### src/rtl/ahblite_cmd_master.sv
// ahblite_cmd_master
//   AHB-Lite initiator that turns a valid/ready command stream into single NONSEQ transfers.
//   One command sits in the address-phase (AP) slot while the previous one is in the
//   data-phase (DP) slot, so back-to-back commands issue with no idle cycles. A two-cycle
//   ERROR response cancels the pending address phase, which is re-driven afterwards.
//
// Ports:
//   HCLK, HRESET          clock, synchronous active-high reset
//   cmd_valid/cmd_ready   command handshake; cmd_write, cmd_size, cmd_addr, cmd_wdata payload
//   rsp_valid             one-cycle pulse per completed transfer, issue order
//   rsp_err, rsp_rdata    ERROR flag and captured read data (0 for writes and errors)
//   busy                  AP or DP slot occupied
//   timeout_err           sticky data-phase wait-state timeout flag
//   HADDR..HWDATA         registered AHB-Lite master outputs
//   HREADY, HRESP, HRDATA slave response mux inputs
//
// Optional feature: define AHBLITE_CMD_MASTER_TIMEOUT_EN to build the wait-state counter;
// otherwise timeout_err is tied to 0.

module ahblite_cmd_master #(
    parameter int unsigned ADDR_W         = 32,
    parameter int unsigned DATA_W         = 32,
    parameter int unsigned TIMEOUT_CYCLES = 256
) (
    input  logic              HCLK,
    input  logic              HRESET,
    input  logic              cmd_valid,
    output logic              cmd_ready,
    input  logic              cmd_write,
    input  logic [1:0]        cmd_size,
    input  logic [ADDR_W-1:0] cmd_addr,
    input  logic [DATA_W-1:0] cmd_wdata,
    output logic              rsp_valid,
    output logic              rsp_err,
    output logic [DATA_W-1:0] rsp_rdata,
    output logic              busy,
    output logic              timeout_err,
    output logic [ADDR_W-1:0] HADDR,
    output logic [1:0]        HTRANS,
    output logic              HWRITE,
    output logic [2:0]        HSIZE,
    output logic [2:0]        HBURST,
    output logic [3:0]        HPROT,
    output logic              HMASTLOCK,
    output logic [DATA_W-1:0] HWDATA,
    input  logic              HREADY,
    input  logic              HRESP,
    input  logic [DATA_W-1:0] HRDATA
);

    localparam logic [1:0] TransIdle   = 2'b00;
    localparam logic [1:0] TransNonseq = 2'b10;

    // Address-phase slot; nonseq_q is low while a held command is cancelled by ERROR
    logic              ap_full_q, ap_full_d;
    logic              nonseq_q, nonseq_d;
    logic              ap_write_q, ap_write_d;
    logic [2:0]        ap_size_q, ap_size_d;
    logic [ADDR_W-1:0] ap_addr_q, ap_addr_d;
    logic [DATA_W-1:0] ap_wdata_q, ap_wdata_d;
    // Data-phase slot
    logic              dp_full_q, dp_full_d;
    logic              dp_write_q, dp_write_d;
    logic [DATA_W-1:0] dp_wdata_q, dp_wdata_d;
    // Response registers
    logic              rsp_valid_q, rsp_valid_d;
    logic              rsp_err_q, rsp_err_d;
    logic [DATA_W-1:0] rsp_rdata_q, rsp_rdata_d;

    logic ap_done, dp_done, err_first, accept;

    assign cmd_ready = !HRESET && (!ap_full_q || (HREADY && !HRESP));

    always_comb begin
        ap_done   = nonseq_q && HREADY && !HRESP;
        dp_done   = dp_full_q && HREADY;
        err_first = dp_full_q && HRESP && !HREADY;
        accept    = cmd_valid && cmd_ready;

        ap_full_d  = ap_full_q;
        ap_write_d = ap_write_q;
        ap_size_d  = ap_size_q;
        ap_addr_d  = ap_addr_q;
        ap_wdata_d = ap_wdata_q;
        dp_full_d  = dp_full_q;
        dp_write_d = dp_write_q;
        dp_wdata_d = dp_wdata_q;

        if (ap_done) begin
            dp_full_d  = 1'b1;
            dp_write_d = ap_write_q;
            dp_wdata_d = ap_wdata_q;
        end else if (dp_done) begin
            dp_full_d = 1'b0;
        end

        // cmd_ready guarantees the AP slot is empty or retiring when a command is accepted
        if (accept) begin
            ap_full_d  = 1'b1;
            ap_write_d = cmd_write;
            ap_size_d  = {1'b0, (cmd_size == 2'd3) ? 2'b10 : cmd_size};
            ap_addr_d  = cmd_addr;
            ap_wdata_d = cmd_wdata;
        end else if (ap_done) begin
            ap_full_d = 1'b0;
        end

        // First ERROR cycle forces IDLE; the held command is re-driven once the error ends
        nonseq_d = ap_full_d && !err_first;

        rsp_valid_d = dp_done;
        rsp_err_d   = dp_done && HRESP;
        rsp_rdata_d = (dp_done && !HRESP && !dp_write_q) ? HRDATA : '0;
    end

    always_ff @(posedge HCLK) begin
        if (HRESET) begin
            ap_full_q   <= 1'b0;
            nonseq_q    <= 1'b0;
            ap_write_q  <= 1'b0;
            ap_size_q   <= 3'b010;
            ap_addr_q   <= '0;
            ap_wdata_q  <= '0;
            dp_full_q   <= 1'b0;
            dp_write_q  <= 1'b0;
            dp_wdata_q  <= '0;
            rsp_valid_q <= 1'b0;
            rsp_err_q   <= 1'b0;
            rsp_rdata_q <= '0;
        end else begin
            ap_full_q   <= ap_full_d;
            nonseq_q    <= nonseq_d;
            ap_write_q  <= ap_write_d;
            ap_size_q   <= ap_size_d;
            ap_addr_q   <= ap_addr_d;
            ap_wdata_q  <= ap_wdata_d;
            dp_full_q   <= dp_full_d;
            dp_write_q  <= dp_write_d;
            dp_wdata_q  <= dp_wdata_d;
            rsp_valid_q <= rsp_valid_d;
            rsp_err_q   <= rsp_err_d;
            rsp_rdata_q <= rsp_rdata_d;
        end
    end

    assign HTRANS    = nonseq_q ? TransNonseq : TransIdle;
    assign HADDR     = ap_addr_q;
    assign HWRITE    = ap_write_q;
    assign HSIZE     = ap_size_q;
    assign HWDATA    = dp_wdata_q;
    assign HBURST    = 3'b000;
    assign HPROT     = 4'b0011;
    assign HMASTLOCK = 1'b0;
    assign rsp_valid = rsp_valid_q;
    assign rsp_err   = rsp_err_q;
    assign rsp_rdata = rsp_rdata_q;
    assign busy      = ap_full_q || dp_full_q;

`ifdef AHBLITE_CMD_MASTER_TIMEOUT_EN
    localparam int unsigned CntW = $clog2(TIMEOUT_CYCLES + 1);

    logic [CntW-1:0] wait_cnt_q;
    logic            timeout_q;

    // Counter saturates at the limit; the flag sets on the edge that reaches it
    always_ff @(posedge HCLK) begin
        if (HRESET) begin
            wait_cnt_q <= '0;
            timeout_q  <= 1'b0;
        end else if (dp_done) begin
            wait_cnt_q <= '0;
        end else if (dp_full_q && !HREADY) begin
            if (wait_cnt_q != CntW'(TIMEOUT_CYCLES)) begin
                wait_cnt_q <= wait_cnt_q + 1'b1;
            end
            if (wait_cnt_q == CntW'(TIMEOUT_CYCLES - 1)) begin
                timeout_q <= 1'b1;
            end
        end
    end

    assign timeout_err = timeout_q;
`else
    // Limit only matters when the counter is built; keep it referenced
    assign timeout_err = 1'b0 & (TIMEOUT_CYCLES == 0);
`endif

endmodule

### config.mk
export PLATFORM = sky130hd
export DESIGN_NAME = ahblite_cmd_master
export DESIGN_NICKNAME = d
export VERILOG_FILES = /design/src/rtl/ahblite_cmd_master.sv
export SDC_FILE = /design/constraint.sdc
export NUM_CORES = 1
export LEC_CHECK = 0
export ABC_CLOCK_PERIOD_IN_PS = 1500
export BUFFER_PORTS_ARGS = -buffer_cell sky130_fd_sc_hd__buf_2
export CORE_UTILIZATION = 45
export CTS_CLUSTER_SIZE = 24
export DETAILED_ROUTE_END_ITERATION = 6
export PLACE_DENSITY = 0.77
export REMOVE_ABC_BUFFERS = 1
export SLEW_MARGIN = 20
export SYNTH_ARGS = -nofsm -noshare
export SYNTH_HDL_FRONTEND = slang
export SYNTH_SLANG_ARGS = --single-unit
### constraint.sdc
create_clock -name HCLK -period 1.5 [get_ports HCLK]
set_input_delay 0.15 -clock HCLK [delete_from_list [all_inputs] [get_ports HCLK]]
set_output_delay 0.15 -clock HCLK [all_outputs]
set_load 0.005 [all_outputs]
# Yosys cells after proc, flatten, opt, wreduce, memory -nomap -nowiden
# Cells that the tools add are included.
[word_totals] register_bits=137 output_inout_bits=115 wordCells=42
[classes] eq_ne=1 muxes=6 bitwise_logic=1 reduce_logical=22
[ops] cell="$logic_and 1x1->1" count=12
[ops] cell="$logic_not 1->1" count=6
[ops] cell="$mux 1" count=4
[ops] cell="$mux 2" count=2
[ops] cell="$eq 2x2->1 const B" count=1
[ops] cell="$logic_or 1x1->1" count=2
[ops] cell="$reduce_bool 2->1" count=1
[ops] cell="$reduce_or 2->1" count=1
[ops] cell="$not 1->1" count=1

# Longest topological paths before layout
[depth] ltp_word=7 mapped_depth=5

# Worst setup path after synthesis
# OpenSTA, ideal clock, no wires.
[synth_path] path_kind="in2reg" startpoint="input port HRESP" endpoint="register ap_addr_q[0], in the netlist HADDR[0]" t_arrival_ps=1180 t_required_ps=1377 setup_slack_ps=197 cell_stages=5 n_path_buf=2 path_cell_list="nand2b_1 a21oi_2 buf_4 buf_4 mux2_1"
[synth_via] elab_chain_len=5
[synth_rtl] element="from (decl)" line_no="47" source="input logic HRESP,"
[synth_rtl] element="$logic_not 1->1" line_no="72" source="assign cmd_ready = !HRESET && (!ap_full_q || (HREADY && !HRESP));"
[synth_rtl] element="$logic_and 1x1->1" line_no="72"
[synth_rtl] element="$logic_or 1x1->1" line_no="72"
[synth_rtl] element="$logic_and 1x1->1" line_no="72"
[synth_rtl] element="$logic_and 1x1->1" line_no="78" source="accept = cmd_valid && cmd_ready;"
[synth_rtl] element="to (signal assigned)" line_no="135" source="ap_addr_q <= ap_addr_d;"
[synth_rtl] element="to (decl)" line_no="59" source="logic [ADDR_W-1:0] ap_addr_q, ap_addr_d;"
# Every way passes these cells.
# A chain may end at the register's enable or synchronous reset.

# Final worst setup path
[layout_path] startpoint="register ap_full_q" endpoint="output port busy"
[layout_via] elab_chain_len=1
[layout_rtl] element="from (decl)" line_no="55" source="logic ap_full_q, ap_full_d;"
[layout_rtl] element="from (signal assigned)" line_no="131" source="ap_full_q <= ap_full_d;"
[layout_rtl] element="$logic_or 1x1->1" line_no="157" source="assign busy = ap_full_q || dp_full_q;"
[layout_rtl] element="to (decl)" line_no="36" source="output logic busy,"
# Every way passes these cells.

==> results.json <==
{
  "status": "completed",
  "dr.pass1.iters": 7,
  "ys_seq_area_share_pct": 56.3,
  "p_sw_mw": 1.96,
  "rows": 37,
  "hold_depth": 3,
  "grt_first_pass_wirelength_mm": 21.8,
  "synthTopCellsByArea": "dfxtp_1, mux2_1, nor2b_1",
  "syn_area_per_cell_um2": 10.5,
  "synth_edf_count": 0,
  "path_buf_inv": 1,
  "async_flop_share_pct": 0,
  "drtAntennaViolNets": 0,
  "final_hold_viol_count": 0,
  "finalCriticalPeriod_ns": 1.42,
  "synth-compound-area-share_pct": 4.06,
  "dieArea_mm2": 0.0112,
  "path_max_fanout": 4,
  "finClkSkew_ns": 0.00822,
  "end_kind": "output port",
  "setup_viol": 0,
  "rsz0062_at_grt": "false",
  "yosys-top-cells-count": "dfxtp_1, nand2_1, nor2b_1, mux2_1, a21oi_1",
  "h-tree-depth": 4,
  "synth-simple-area-share_pct": 19.3,
  "vdd_drop_max_uv": 754,
  "ys_types": 22,
  "p_seq_share_pct": 43.1,
  "clockBufferDepth": 2,
  "syn2layout_area_growth_pct": 57.7,
  "post-place-ws_ns": 0.0301,
  "start_util_pct": 46.8,
  "crit_cells": 2,
  "cts_buffers": 17,
  "diodes": 0,
  "nFillCells": 704,
  "internal_power_mw": 7.04,
  "drive_gt1_share_pct": 35.6,
  "hold_path.class": "in -> reg",
  "synth_ff_type": "dfxtp_1",
  "crit_chain": "or2_2, buf_2",
  "routedWlPerCell_um": 15.0,
  "cts_sinks": 137,
  "final_cell_count_no_fill": 920,
  "drtIter0Drc": 148,
  "comb_power_share_pct": 9.5,
  "place_inst": 785,
  "io_buffers": 207,
  "reg2reg_depth": 3,
  "dpl.hpwl_mm": 7.87,
  "num_vias": 4330,
  "power.leakage_nw": 3.63,
  "overflow": 0,
  "slowest_delay_ns": 0.35,
  "vias_per_cell": 4.71,
  "drv_cap": 0,
  "clkLatencyLatePin_ns": 0.49,
  "yosys.area.top_type_share_pct": 56.3,
  "synth.most_common_cell": "dfxtp_1",
  "slew_viol_final": 0,
  "fp.dieW_um": 106,
  "drt-total-wl_mm": 13.8,
  "grt_pass1_vias": 4462,
  "synth_top_family_by_area": "simple AND/OR/NAND/NOR gates",
  "synth-seq-cells": 137,
  "synth.area.mux_share_pct": 15.4,
  "p_clk_share_pct": 47.5,
  "path_class": "reg -> out",
  "drc": 0,
  "setup_slack_ns": 0.0776,
  "synth_cells": 462,
  "required_ns": 1.35,
  "finalCritPeriodShare_pct": 94.8,
  "yosysWarnings": 0,
  "cp-start-kind": "register",
  "grt_usage_pct": 25.2,
  "clock.fmax_mhz": 703,
  "cp_data_arrival_time_ns": 1.27,
  "synth_xor_xnor_area_share_pct": 0,
  "crit_family": "flip-flops",
  "core_area_mm2": 0.0104,
  "io-pin-count": 219,
  "power_density_mw_per_mm2": 1170,
  "path_clk_slew_ns": 0.06,
  "yosysTopAreaCell": "dfxtp_1",
  "fp.dieH_um": 106,
  "syn_area_mm2": 0.00487,
  "ctsRootBufferMaster": "clkbuf_8",
  "swShare_pct": 21.8,
  "antenna_found_initial": 0,
  "gp_congestion": 0.794,
  "cts_tree": "done",
  "synthAdderAreaFrac_pct": 0,
  "cp_slowest_cell": "dfxtp_1",
  "grt_max_degree": 71,
  "nets": 875
}
[per-layer routing]
layer  wire length, um  track usage (%)
met2              7050             45.0
met1              5440             26.7
met3               939             8.77
met5                 0                0
met4               331             10.8
[flip-flops by register name, summed over array words and instances (netlist names)]
register    cells
HWRITE          1
nonseq_q        1
rsp_err         1
rsp_rdata      32
ap_wdata_q     32
ap_full_q       1
dp_write_q      1
HSIZE           2
rsp_valid       1
HWDATA         32
dp_full_q       1
HADDR          32
[cells in the final DEF (no fill, tap or decap), types with 2 or more instances in the layout]
cell type and count:
clkinv_2 2, inv_1 2, clkbuf_16 16, dlygate4sd3_1 103, dfxtp_1 136, bufinv_16 4, nor2b_1 65, a21oi_1 36
mux2_1 39, inv_6 2, nand2b_1 3, buf_12 4, buf_2 206, and2_1 33, mux2i_1 2, mux2_2 26
clkinvlp_4 3, nand2_1 67, conb_1 11, buf_4 8, clkinv_4 3, nor2_1 3
[cells by family after synthesis]
| family | count (synthesis) |
|---|---|
| compound gates | 38 |
| other cells | 2 |
| buf+inv | 42 |
| flops | 137 |
| simple gates | 176 |
| mux | 67 |
[metrics by stage]
step | power (mW) | util [%] | setup TNS, ns | hold slack, ns | area, um2
2_1_floorplan | 4.21 | - | -92.69 | 0.219 | 4680
3_3_place_gp | 4.53 | 58.0 | 0 | 0.348 | 6040
3_5_place_dp | 4.57 | 58.0 | 0 | 0.353 | 6040
4_1_cts | 9.04 | 73.8 | 0 | 0.0713 | 7680
5_1_grt | 9.33 | 73.8 | 0 | 0.0774 | 7680
6_report | 9.00 | 73.8 | 0 | 0.102 | 7680
[timing repair]
action,in CTS,in global routing
endpoints found under the hold margin,103,0
hold buffers,103,0
buffers inserted,0,0
resized for setup,0,1
setup endpoints to repair,0,1
[power by group through the flow]
stage / logic [mW] / registers (mW) / clock network (mW)
2_1_floorplan: 0.266 / 3.94 / 0
6_report: 0.851 / 3.87 / 4.27
3_5_place_dp: 0.622 / 3.94 / 0
3_3_place_gp: 0.597 / 3.94 / 0
5_1_grt: 0.920 / 3.89 / 4.52
4_1_cts: 0.832 / 3.87 / 4.34
[worst reg2reg max path: cells and delay by family (launching register included)]
kind,cells,cell delay (ns)
AO/OA/AOI/OAI,1,0.21
buffers and inverters,1,0.26
flip-flops,1,0.35
multiplexers,1,0.37
[cell type report]
type / count / area [um2] / area share [%]
Sequential cell: 137 / 2740 / 35.7
Timing Repair Buffer: 321 / 2200 / 28.7
Multi-Input combinational cell: 292 / 1950 / 25.3
Clock buffer: 18 / 418 / 5.44
Clock inverter: 14 / 196 / 2.56
Tap cell: 136 / 170 / 2.21
Inverter: 2 / 7.51 / 0.0977
[final timing paths]
| kind | from | endpoint | slack, ns |
|---|---|---|---|
| worst max register to register | ap_full_q | HADDR[10] | 0.19 |
| worst min register to register | ap_wdata_q[4] | HWDATA[4] | 0.45 |
| worst max-delay path | ap_full_q | busy | 0.08 |
| worst min-delay path | HRESET | HWDATA[20] | 0.10 |
Power figures use the tool's default switching activity.
